<file path="src/rtl/sw_input_conditioner.sv">
// sw_input_conditioner
// Conditions the raw board switches for the control decoder. Each bit goes
// through a two-flop synchronizer and is then debounced by its own counter.
// A new level is accepted only after DEBOUNCE_CYCLES consecutive sampled
// mismatches. An accepted change raises a one-cycle rise or fall pulse.
//
// Ports:
//   clk        board clock, rising edge
//   rst_n      asynchronous active-low reset
//   sw_raw     raw asynchronous switch pins
//   sw_level   debounced switch levels (registered)
//   sw_rise    one-cycle 0->1 pulse per bit (registered)
//   sw_fall    one-cycle 1->0 pulse per bit (registered)
//   sw_event   OR of all rise/fall pulses (combinational from registers)
//   glitch_cnt saturating count of edges with an aborted debounce run
//              (port exists only when SW_GLITCH_CNT_EN is defined)
//
// Optional feature macro: SW_GLITCH_CNT_EN
module sw_input_conditioner #(
    parameter int unsigned WIDTH           = 16,
    parameter int unsigned DEBOUNCE_CYCLES = 100000
) (
    input  logic             clk,
    input  logic             rst_n,
    input  logic [WIDTH-1:0] sw_raw,
    output logic [WIDTH-1:0] sw_level,
    output logic [WIDTH-1:0] sw_rise,
    output logic [WIDTH-1:0] sw_fall,
    output logic             sw_event
`ifdef SW_GLITCH_CNT_EN
    ,
    output logic [15:0]      glitch_cnt
`endif
);

    localparam int unsigned CNT_W = $clog2(DEBOUNCE_CYCLES);
    localparam logic [CNT_W-1:0] CNT_MAX = CNT_W'(DEBOUNCE_CYCLES - 1);

    logic [WIDTH-1:0]            sync1;
    logic [WIDTH-1:0]            sync2;
    logic [WIDTH-1:0][CNT_W-1:0] cnt_q;
    logic [WIDTH-1:0][CNT_W-1:0] cnt_d;
    logic [WIDTH-1:0]            level_d;
    logic [WIDTH-1:0]            rise_d;
    logic [WIDTH-1:0]            fall_d;

    // Two-flop synchronizer; the only reader of sw_raw.
    always_ff @(posedge clk or negedge rst_n) begin
        if (!rst_n) begin
            sync1 <= '0;
            sync2 <= '0;
        end else begin
            sync1 <= sw_raw;
            sync2 <= sync1;
        end
    end

    // Per-bit debounce: count consecutive mismatches, accept at CNT_MAX.
    always_comb begin
        cnt_d   = cnt_q;
        level_d = sw_level;
        rise_d  = '0;
        fall_d  = '0;
        for (int unsigned i = 0; i < WIDTH; i++) begin
            if (sync2[i] == sw_level[i]) begin
                cnt_d[i] = '0;
            end else if (cnt_q[i] == CNT_MAX) begin
                cnt_d[i]   = '0;
                level_d[i] = sync2[i];
                rise_d[i]  = sync2[i];
                fall_d[i]  = ~sync2[i];
            end else begin
                cnt_d[i] = cnt_q[i] + CNT_W'(1);
            end
        end
    end

    // Debounce state and registered outputs.
    always_ff @(posedge clk or negedge rst_n) begin
        if (!rst_n) begin
            cnt_q    <= '0;
            sw_level <= '0;
            sw_rise  <= '0;
            sw_fall  <= '0;
        end else begin
            cnt_q    <= cnt_d;
            sw_level <= level_d;
            sw_rise  <= rise_d;
            sw_fall  <= fall_d;
        end
    end

    // Pulses are already registered, so the summary adds no latency.
    assign sw_event = |(sw_rise | sw_fall);

`ifdef SW_GLITCH_CNT_EN
    logic [WIDTH-1:0] cnt_nz;
    logic             any_abort;

    // A run aborts when sync2 returns to the level while its counter is live.
    always_comb begin
        cnt_nz = '0;
        for (int unsigned i = 0; i < WIDTH; i++) begin
            cnt_nz[i] = |cnt_q[i];
        end
        any_abort = |(~(sync2 ^ sw_level) & cnt_nz);
    end

    // One count per edge regardless of how many bits abort; saturates.
    always_ff @(posedge clk or negedge rst_n) begin
        if (!rst_n) begin
            glitch_cnt <= '0;
        end else if (any_abort && (glitch_cnt != 16'hFFFF)) begin
            glitch_cnt <= glitch_cnt + 16'd1;
        end
    end
`endif

endmodule

</file>
<file path="config.mk">
export PLATFORM = sky130hd
export DESIGN_NAME = sw_input_conditioner
export DESIGN_NICKNAME = d
export VERILOG_FILES = /design/src/rtl/sw_input_conditioner.sv
export SDC_FILE = /design/constraint.sdc
export NUM_CORES = 1
export LEC_CHECK = 0
export CAP_MARGIN = 40
export CORE_AREA = 10 10 202 204
export CTS_CLUSTER_DIAMETER = 200
export DETAILED_ROUTE_END_ITERATION = 8
export DIE_AREA = 0 0 212 214
export GPL_ROUTABILITY_DRIVEN = 0
export SYNTH_ARGS = -nofsm -noshare
export SYNTH_HDL_FRONTEND = slang
export SYNTH_SLANG_ARGS = --single-unit
</file>
<file path="constraint.sdc">
create_clock -name clk -period 3.2 [get_ports clk]
set_input_delay 0.32 -clock clk [delete_from_list [all_inputs] [get_ports clk]]
set_output_delay 0.32 -clock clk [all_outputs]
set_load 0.05 [all_outputs]
</file>
==> results of run 1 <==
## worst register-to-register path, stage by stage (launching register included)
cell and delay (ns):
dfrtp_1 0.40, ha_1 0.26, or4bb_1 0.40, or4_1 0.48, nand2_2 0.30, nor2_1 0.09
## final cells by class
| cell class | instances | area [um^2] | share of cell area (%) |
|---|---|---|---|
| clock buffers | 52 | 1150 | 6.09 |
| clock inverters | 16 | 170 | 0.903 |
| inverters | 26 | 97.6 | 0.518 |
| multi-input cells | 1138 | 7230 | 38.4 |
| flip-flops and latches | 352 | 8810 | 46.7 |
| well taps | 474 | 593 | 3.15 |
| repair buffers | 76 | 793 | 4.21 |
## layout by cell type, fill, tap and decap left out, types with 4 or more instances in the layout
master,Yosys,final
mux2_2,9,9
nor4bb_1,7,7
nand2_4,4,4
clkdlybuf4s50_1,0,65
nand4bb_1,16,16
buf_4,1,5
o31ai_1,13,13
nor3_1,58,58
nor2_1,256,256
dfrtp_1,352,352
nor2_2,10,10
xor2_1,95,95
mux2_4,4,4
or3_1,11,11
nand4b_1,8,8
or4bb_1,7,7
or4_1,16,16
clkinv_2,0,8
buf_12,1,4
or4_4,4,4
nand2_1,87,87
nor4b_1,7,7
ha_1,16,16
nor4_1,67,67
a21oi_1,18,18
nand3_1,85,85
nand4_1,97,97
clkbuf_16,0,41
and3_1,18,18
clkbuf_8,0,8
xnor2_1,142,142
and4_1,24,24
inv_1,26,26
nor3b_1,32,32
## worst min path at each step
| stage | start | endpoint | slack (ns) | cells past startpoint |
|---|---|---|---|---|
| final | sw_raw[4] | sync1[4] | 0.23 | 1 |
| after global routing | sw_raw[7] | sync1[7] | 0.21 | 1 |
| after CTS | sw_raw[4] | sync1[4] | 0.20 | 1 |
| after detailed placement | sync1[1] | sync2[1] | 0.34 | 0 |
| after global placement | sync1[5] | sync2[5] | 0.33 | 0 |
| after floorplan | rst_n | cnt_q[0] | 0.02 | 0 |
## power by group
group,switching (uW),leakage [uW],internal [uW]
Sequential,75.5,0.00480,4520
Clock,1800,0.000649,2760
Combinational,195,0.00204,91.2
## what timing repair did
action,CTS,global route
resized for setup,0,0
endpoints found under the hold margin,79,0
hold buffers,1,0
## per-layer routing
layer	track usage, %	part of all wire, %	vias to the layer above	wire length, um
li1	-	-	5656	-
met1	20.8	49	5601	16000
met2	21.7	44	166	14400
met3	3.64	5.2	44	1710
met4	4.15	2.0	0	647
met5	0	0	-	0
## state kept, by name, indices dropped and copies added (netlist names)
signal	flops
cnt_q	272
sw_fall	16
sw_level	16
sw_rise	16
sync1	16
sync2	16
## logic make-up (layout without fill, tap and decap cells)
family / count (synthesis) / count (layout) / share of synthesized area, %
and+or+nand+nor: 827 / 827 / 27.5
adders and majority gates: 16 / 16 / 1.23
buffers and inverters: 54 / 170 / 1.55
muxes: 17 / 17 / 1.26
xor gates and xnor gates: 237 / 237 / 12.7
DFF: 352 / 352 / 54.1
AOI/OAI and AO/OA: 41 / 41 / 1.62
## metrics by stage
stage | total power, uW | worst slack, ns | instance area [um^2]
final | 9440 | 0.166 | 18800
after global routing | 9850 | 0.0899 | 18800
after CTS | 9600 | 0.130 | 18800
after detailed placement | 4970 | 0.699 | 17500
after global placement | 4970 | 0.677 | 17500
after floorplan | 4810 | 1.27 | 16300
==> results.py, run 1 <==
metrics = {
    "grt": {
        "grt_max_degree": 85,
        "grt_overflow": 0,
        "track_usage_pct": 14.7,
        "antenna_found_initial": 0,
        "grt_first_pass_wirelength_um": 56400,
        "grt_pass1_vias": 11100,
    },
    "final_layout": {
        "area_growth_pct": 15.6,
        "final_cell_count_no_fill": 2134,
        "nFillCells": 3325,
        "postLayoutCoreUtil_pct": 50.9,
        "n_antenna_cell": 0,
        "finalNetCount": 1667,
        "drive_above_1_share_pct": 6.81,
    },
    "sta": {
        "hold_slack_ns": 0.229,
        "setup_tns_ns": 0,
        "min_period_over_period_pct": 94.8,
        "final-hold-violation-count": 0,
        "finalSetupViolCount": 0,
        "fmax_mhz": 330,
        "period_minus_slack_ns": 3.03,
        "finalMaxSlewViolations": 0,
        "maxSlewHeadroom_pct": 54.1,
        "tightest_slew_ns": 0.687,
        "worst_clock_skew_ns": 0.0176,
        "rsz0062_at_grt": "false",
    },
    "cts": {
        "clk_latency_ns": 0.53,
        "postCtsSetupBuffers": 0,
        "clock-root-buffer": "clkbuf_16",
        "cts_tree": "built",
        "cts_sinks": 352,
        "clk_transition_reported_paths_ns": 0.06,
        "htree_levels": 2,
        "cts_buffers": 39,
        "clk_path_buf_depth": 3,
    },
    "logic_synthesis": {
        "synthCells": 1544,
        "ys_types": 49,
        "synth_seq_area_share_pct": 54.1,
        "synth.top_cell.area_share_pct": 54.1,
        "synth.most_common_cell": "dfrtp_1",
        "synth_ff_type": "dfrtp_1",
        "synth_edf_count": 0,
        "syn-mean-instance-area_um2": 10.6,
        "synth-seq-cells": 352,
        "netlist.top_cell.by_area": "dfrtp_1",
        "yosys_warnings": 0,
        "syn_nets": 1578,
        "synth_area_um2": 16300,
        "synth_area_leaders": "dfrtp_1, xnor2_1, nor2_1",
        "async_flop_share_pct": 100,
        "synth_common_cells": "dfrtp_1, nor2_1, xnor2_1, nand4_1, xor2_1",
    },
    "critical_path": {
        "crit_path_max_fanout": 2,
        "cp.arrival_ns": 2.71,
        "crit_buf_inv": 1,
        "crit_family": "simple AND/OR/NAND/NOR gates",
        "critPathCaptureType": "output pin",
        "worstReg2RegStart": "cnt_q[136]",
        "crit_path_start": "sw_fall[2]",
        "slowest_stage": "clkdlybuf4s50_1",
        "cp.required_ns": 2.88,
        "startpoint_type": "register",
        "crit_end": "sw_event",
        "r2r_setup_slack_ns": 1.14,
        "crit_type": "reg -> out",
        "r2r_end": "cnt_q[146]",
        "path_cells": "nor4_1 -> nand4_1 -> or2_2 -> clkdlybuf4s50_1",
        "worst_r2r_path_depth": 5,
        "crit_cells": 4,
        "max_stage_delay_ns": 0.71,
    },
    "routing": {
        "routed_wl_um": 32800,
        "antenna_left": 0,
        "first_iter_violations": 587,
        "drcViolationCount": 0,
        "routedWlPerCell_um": 15.4,
        "dr.pass1.iters": 5,
        "post_drt_via_cell_ratio": 5.37,
        "vias": 11500,
    },
    "place": {
        "dp.final_hpwl_um": 22000,
        "placement.io_buffers": 66,
        "dp_cells": 2065,
    },
    "floorplan": {
        "fp.dieW_um": 212,
        "core-area_um2": 37000,
        "io_pins": 67,
        "row_count": 71,
        "die_area_um2": 45400,
        "start_util_pct": 44.0,
        "die_h_um": 214,
    },
    "run": {
        "max_cap_violations": 0,
    },
    "min_path": {
        "hp-class": "in -> reg",
    },
    "run_status": {
        "status": "finished clean",
    },
    "power_and_ir_drop": {
        "vdd_drop_max_v": 0.000500,
        "p_per_area_nw_per_um2": 501,
        "cellLeakagePower_uw": 0.00749,
    },
}
(Power assumes the default switching activity.)
==> run 2, diff against run 1 <==
==> constraint.sdc (replaced) <==
create_clock -name clk -period 3.2 [get_ports clk]
set_input_delay 0.8 -clock clk [delete_from_list [all_inputs] [get_ports clk]]
set_output_delay 0.8 -clock clk [all_outputs]
set_load 0.05 [all_outputs]
==> results.py, run 2 (same netlist as run 1, synthesis figures left out) <==
metrics = {
    "sta": {
        "setup_tns_ns": 0,
        "tightest_slew_ns": 0.698,
        "min_period_over_period_pct": 94.9,
        "finalMaxSlewViolations": 0,
        "fmax_mhz": 329,
        "fin_ws_ns": 0.163,
        "rsz0062_at_grt": "false",
        "maxSlewHeadroom_pct": 53.3,
        "final-hold-violation-count": 0,
        "finalSetupViolCount": 0,
        "period_minus_slack_ns": 3.04,
        "worst_clock_skew_ns": 0.0155,
    },
    "critical_path": {
        "cp.required_ns": 2.40,
        "cp.arrival_ns": 2.24,
        "critPathCaptureType": "output pin",
        "crit_path_max_fanout": 2,
        "startpoint_type": "register",
        "crit_type": "reg -> out",
    },
    "grt": {
        "grt_overflow": 0,
        "grt_max_degree": 74,
        "antenna_found_initial": 0,
        "grt_pass1_vias": 11300,
        "track_usage_pct": 15.0,
        "grt_first_pass_wirelength_um": 57200,
    },
    "place": {
        "place_ws_ns": 0.501,
        "dp_cells": 2068,
        "placement.io_buffers": 66,
        "dp.final_hpwl_um": 22500,
    },
    "final_layout": {
        "finalNetCount": 1670,
        "final_cell_mix": "dfrtp_1, nor2_1, xnor2_1, nand4_1, xor2_1",
        "n_antenna_cell": 0,
        "largest_reg_flops": 272,
        "regMostFlops": "cnt_q",
        "area_growth_pct": 16.3,
        "drive_above_1_share_pct": 7.10,
        "final_common_cell": "dfrtp_1",
        "final_cell_count_no_fill": 2137,
    },
    "routing": {
        "dr.pass1.iters": 5,
        "vias": 11500,
        "routedWlPerCell_um": 15.5,
        "routed_wl_um": 33100,
        "first_iter_violations": 691,
        "drcViolationCount": 0,
        "antenna_left": 0,
        "post_drt_via_cell_ratio": 5.39,
    },
    "cts": {
        "clk_latency_ns": 0.55,
        "cts_buffers": 40,
        "clock-root-buffer": "clkbuf_16",
        "clk_path_buf_depth": 3,
        "clk_transition_reported_paths_ns": 0.06,
        "postCtsSetupBuffers": 0,
        "cts_tree": "built",
        "cts_sinks": 352,
        "htree_levels": 2,
    },
    "power_and_ir_drop": {
        "p_per_area_nw_per_um2": 509,
        "vdd_drop_max_v": 0.000371,
        "cellLeakagePower_uw": 0.00753,
    },
    "min_path": {
        "hp-class": "in -> async",
    },
    "floorplan": {
        "io_pins": 67,
        "die_h_um": 214,
        "row_count": 71,
        "start_util_pct": 44.0,
        "die_area_um2": 45400,
        "fp.dieW_um": 212,
        "core-area_um2": 37000,
    },
    "run": {
        "max_cap_violations": 0,
    },
    "run_status": {
        "status": "finished clean",
    },
}
-- run 2: changes by cell type in the layout (fill, tap and decap cells not counted), sizes merged --
cell,change
bufinv,+3
buf,+4
clkinvlp,+1
clkbuf,+1
clkdlybuf4s50,-1
clkinv,-4
dlygate4sd3,-1
-- run 2: final timing paths --
path,from,end,slack (ns),cells after the start
worst max-delay path,sw_rise[8],sw_event,0.16,4
worst min-delay path,rst_n,cnt_q[49],0.19,1
worst max register to register,cnt_q[125],sw_fall[7],1.16,4
worst min register to register,sync1[15],sync2[15],0.35,0
max in group asynchronous,rst_n,cnt_q[71],2.21,2
min in group clk,sync1[15],sync2[15],0.35,0
-- run 2: worst max-delay path, stage by stage, from the launching register on --
cell and delay, ns:
dfrtp_1 0.38, nor4_2 0.59, nand4_1 0.14, or2_2 0.38, buf_4 0.21
-- run 2: report_power, final --
| part | switching (uW) | total [uW] | leakage [uW] | internal [uW] |
|---|---|---|---|---|
| clock network | 1780 | 4760 | 0.000671 | 2990 |
| logic | 196 | 290 | 0.00206 | 93.8 |
| registers | 75.0 | 4600 | 0.00480 | 4520 |
-- run 2: final cells by class --
cell class	count	area, um^2
multi-input cells	1138	7250
clock buffers	53	1140
well taps	474	593
repair buffers	78	816
clock inverters	16	248
flip-flops and latches	352	8810
fillers	3343	18100
inverters	26	97.6
-- run 2: timing repair --
action	CTS	global route
resized for setup	2	0
setup endpoints to repair	1	0
hold buffers	0	0
-- run 2: stage by stage --
stage	cell area [um^2]	hold WS, ns	util, %	total power [uW]
final	19000	0.190	51.2	9650
after global placement	17500	0.331	47.4	4970
after floorplan	16300	0.331	-	4810
after CTS	19000	0.181	51.2	9850
after global routing	19000	0.208	51.2	10100
after detailed placement	17500	0.336	47.4	4980
-- run 2: layer usage --
| metal | global-route usage (%) | share of wire, % | vias up |
|---|---|---|---|
| li1 | - | - | 5687 |
| met1 | 21.3 | 49 | 5596 |
| met4 | 5.90 | 2.9 | 0 |
| met2 | 22.0 | 44 | 172 |
| met3 | 3.08 | 4.5 | 54 |
| met5 | 0 | 0 | - |
==> run 3, diff against run 2 <==
Settings changed: CORE_AREA 10 10 202 204 to 10 10 231 178, CTS_BUF_LIST set to sky130_fd_sc_hd__clkbuf_2 sky130_fd_sc_hd__clkbuf_4 sky130_fd_sc_hd__clkbuf_8, DIE_AREA 0 0 212 214 to 0 0 241 188.
Clock period 3.2 ns to 3.7 ns, I/O delays scaled along.
==> results.py, run 3 (same netlist as run 1, synthesis figures left out) <==
metrics = {
    "critical_path": {
        "worst_r2r_path_depth": 4,
        "crit_type": "reg -> out",
        "crit_cells": 4,
        "path_cells": "nor4_1 -> nand4_1 -> or2_2 -> buf_4",
        "crit_path_max_fanout": 2,
        "worstReg2RegStart": "cnt_q[125]",
        "crit_buf_inv": 1,
        "crit_family": "simple AND/OR/NAND/NOR gates",
        "cp.required_ns": 2.77,
        "slowest_stage": "nor4_1",
        "r2r_end": "sw_rise[7]",
        "critPathCaptureType": "output pin",
        "r2r_setup_slack_ns": 1.56,
        "cp.arrival_ns": 2.62,
        "startpoint_type": "register",
        "max_stage_delay_ns": 0.61,
    },
    "min_path": {
        "hp-class": "in -> async",
    },
    "final_layout": {
        "nFillCells": 3288,
        "final_cell_mix": "dfrtp_1, nor2_1, xnor2_1, nand4_1, xor2_1",
        "final_common_cell": "dfrtp_1",
        "largest_reg_flops": 272,
        "area_growth_pct": 15.2,
        "final_cell_count_no_fill": 2164,
        "finalNetCount": 1682,
        "regMostFlops": "cnt_q",
        "drive_above_1_share_pct": 8.87,
        "n_antenna_cell": 0,
    },
    "cts": {
        "ctsHoldBuffers": 0,
        "cts_sinks": 352,
        "cts_buffers": 56,
        "htree_levels": 2,
        "clk_transition_reported_paths_ns": 0.06,
        "clock-root-buffer": "clkbuf_8",
        "cts_tree": "built",
        "post_cts_resized": 0,
        "postCtsSetupBuffers": 0,
        "clk_latency_ns": 0.61,
        "clk_path_buf_depth": 3,
    },
    "routing": {
        "top_layer": "met4",
        "wl_met2_um": 14100,
        "met3_length_um": 1840,
        "routedWlPerCell_um": 15.6,
        "first_iter_violations": 758,
        "drcViolationCount": 0,
        "dr.pass1.iters": 5,
        "routed_wl_um": 33800,
        "antenna_left": 0,
        "post_drt_via_cell_ratio": 5.39,
        "vias": 11700,
        "drt-met1-wl_um": 17300,
    },
    "grt": {
        "grt_pass1_vias": 11400,
        "track_usage_pct": 15.3,
        "grt_max_degree": 83,
        "grt_first_pass_wirelength_um": 58300,
        "antenna_found_initial": 1,
        "grt_overflow": 0,
    },
    "run_status": {
        "status": "finished clean",
    },
    "place": {
        "placement.io_buffers": 66,
        "dp.final_hpwl_um": 23000,
        "dp_cells": 2062,
    },
    "sta": {
        "fmax_mhz": 282,
        "setup_tns_ns": 0,
        "min_period_over_period_pct": 95.9,
        "final-hold-violation-count": 0,
        "maxSlewHeadroom_pct": 45.0,
        "period_minus_slack_ns": 3.55,
        "tightest_slew_ns": 0.823,
        "worst_clock_skew_ns": 0.0164,
        "finalMaxSlewViolations": 0,
        "rsz0062_at_grt": "false",
        "finalSetupViolCount": 0,
    },
    "power_and_ir_drop": {
        "vdd_drop_max_v": 0.000299,
        "cellLeakagePower_uw": 0.00751,
        "p_per_area_nw_per_um2": 418,
        "total_power_uw": 7840,
    },
    "run": {
        "max_cap_violations": 0,
    },
    "floorplan": {
        "fp.dieW_um": 241,
        "die_area_um2": 45300,
        "io_pins": 67,
        "core-area_um2": 36600,
        "die_h_um": 188,
        "row_count": 61,
        "start_util_pct": 44.5,
    },
}
==> run 3: cell types whose count changed in the layout (fill, tap and decap cells not counted), sizes merged <==
cell	previous run	this run
clkbuf	53	86
clkinv	6	12
buf	14	10
bufinv	6	2
clkinvlp	4	2
==> run 3: report_power, final <==
| group | switching [uW] | total (uW) | internal, uW |
|---|---|---|---|
| registers | 64.7 | 3980 | 3910 |
| clock network | 1540 | 3620 | 2080 |
| logic | 170 | 250 | 79.3 |
==> run 3: worst reg2reg max path, cell delays in order (launching register included) <==
cell	delay [ns]
dfrtp_1	0.44
or4bb_1	0.55
nor2_1	0.12
nand4_1	0.12
nor3b_1	0.71
==> run 3: how the worst max path moves through the flow <==
stage	start	to	slack (ns)
6_report	sw_fall[0]	sw_event	0.15
3_3_place_gp	sw_fall[4]	sw_event	0.88
4_1_cts	sw_fall[4]	sw_event	0.19
3_5_place_dp	sw_fall[4]	sw_event	0.86
2_1_floorplan	sw_rise[12]	sw_event	1.38
5_1_grt	sw_fall[0]	sw_event	0.16
==> run 3: stage by stage <==
stage	hold WS [ns]	cell area, um^2	setup slack [ns]	util (%)
after floorplan	0.331	16300	1.38	-
after global placement	0.332	17500	0.878	47.8
after detailed placement	0.335	17500	0.862	47.8
after CTS	0.298	18800	0.186	51.2
after global routing	0.322	18800	0.162	51.2
final	0.293	18800	0.151	51.2
==> run 3: layout make-up <==
cell class | instances | area (um^2) | area share, %
inverters | 26 | 97.6 | 0.520
flip-flops and latches | 352 | 8810 | 46.9
clock inverters | 16 | 135 | 0.720
repair buffers | 74 | 777 | 4.14
clock buffers | 86 | 1130 | 6.01
multi-input cells | 1138 | 7230 | 38.5
well taps | 472 | 591 | 3.15
==> run 3: metal layers <==
layer	global-route usage (%)	vias up
met2	21.3	198
li1	-	5727
met1	22.9	5688
met4	3.81	0
met5	0	-
met3	3.74	57
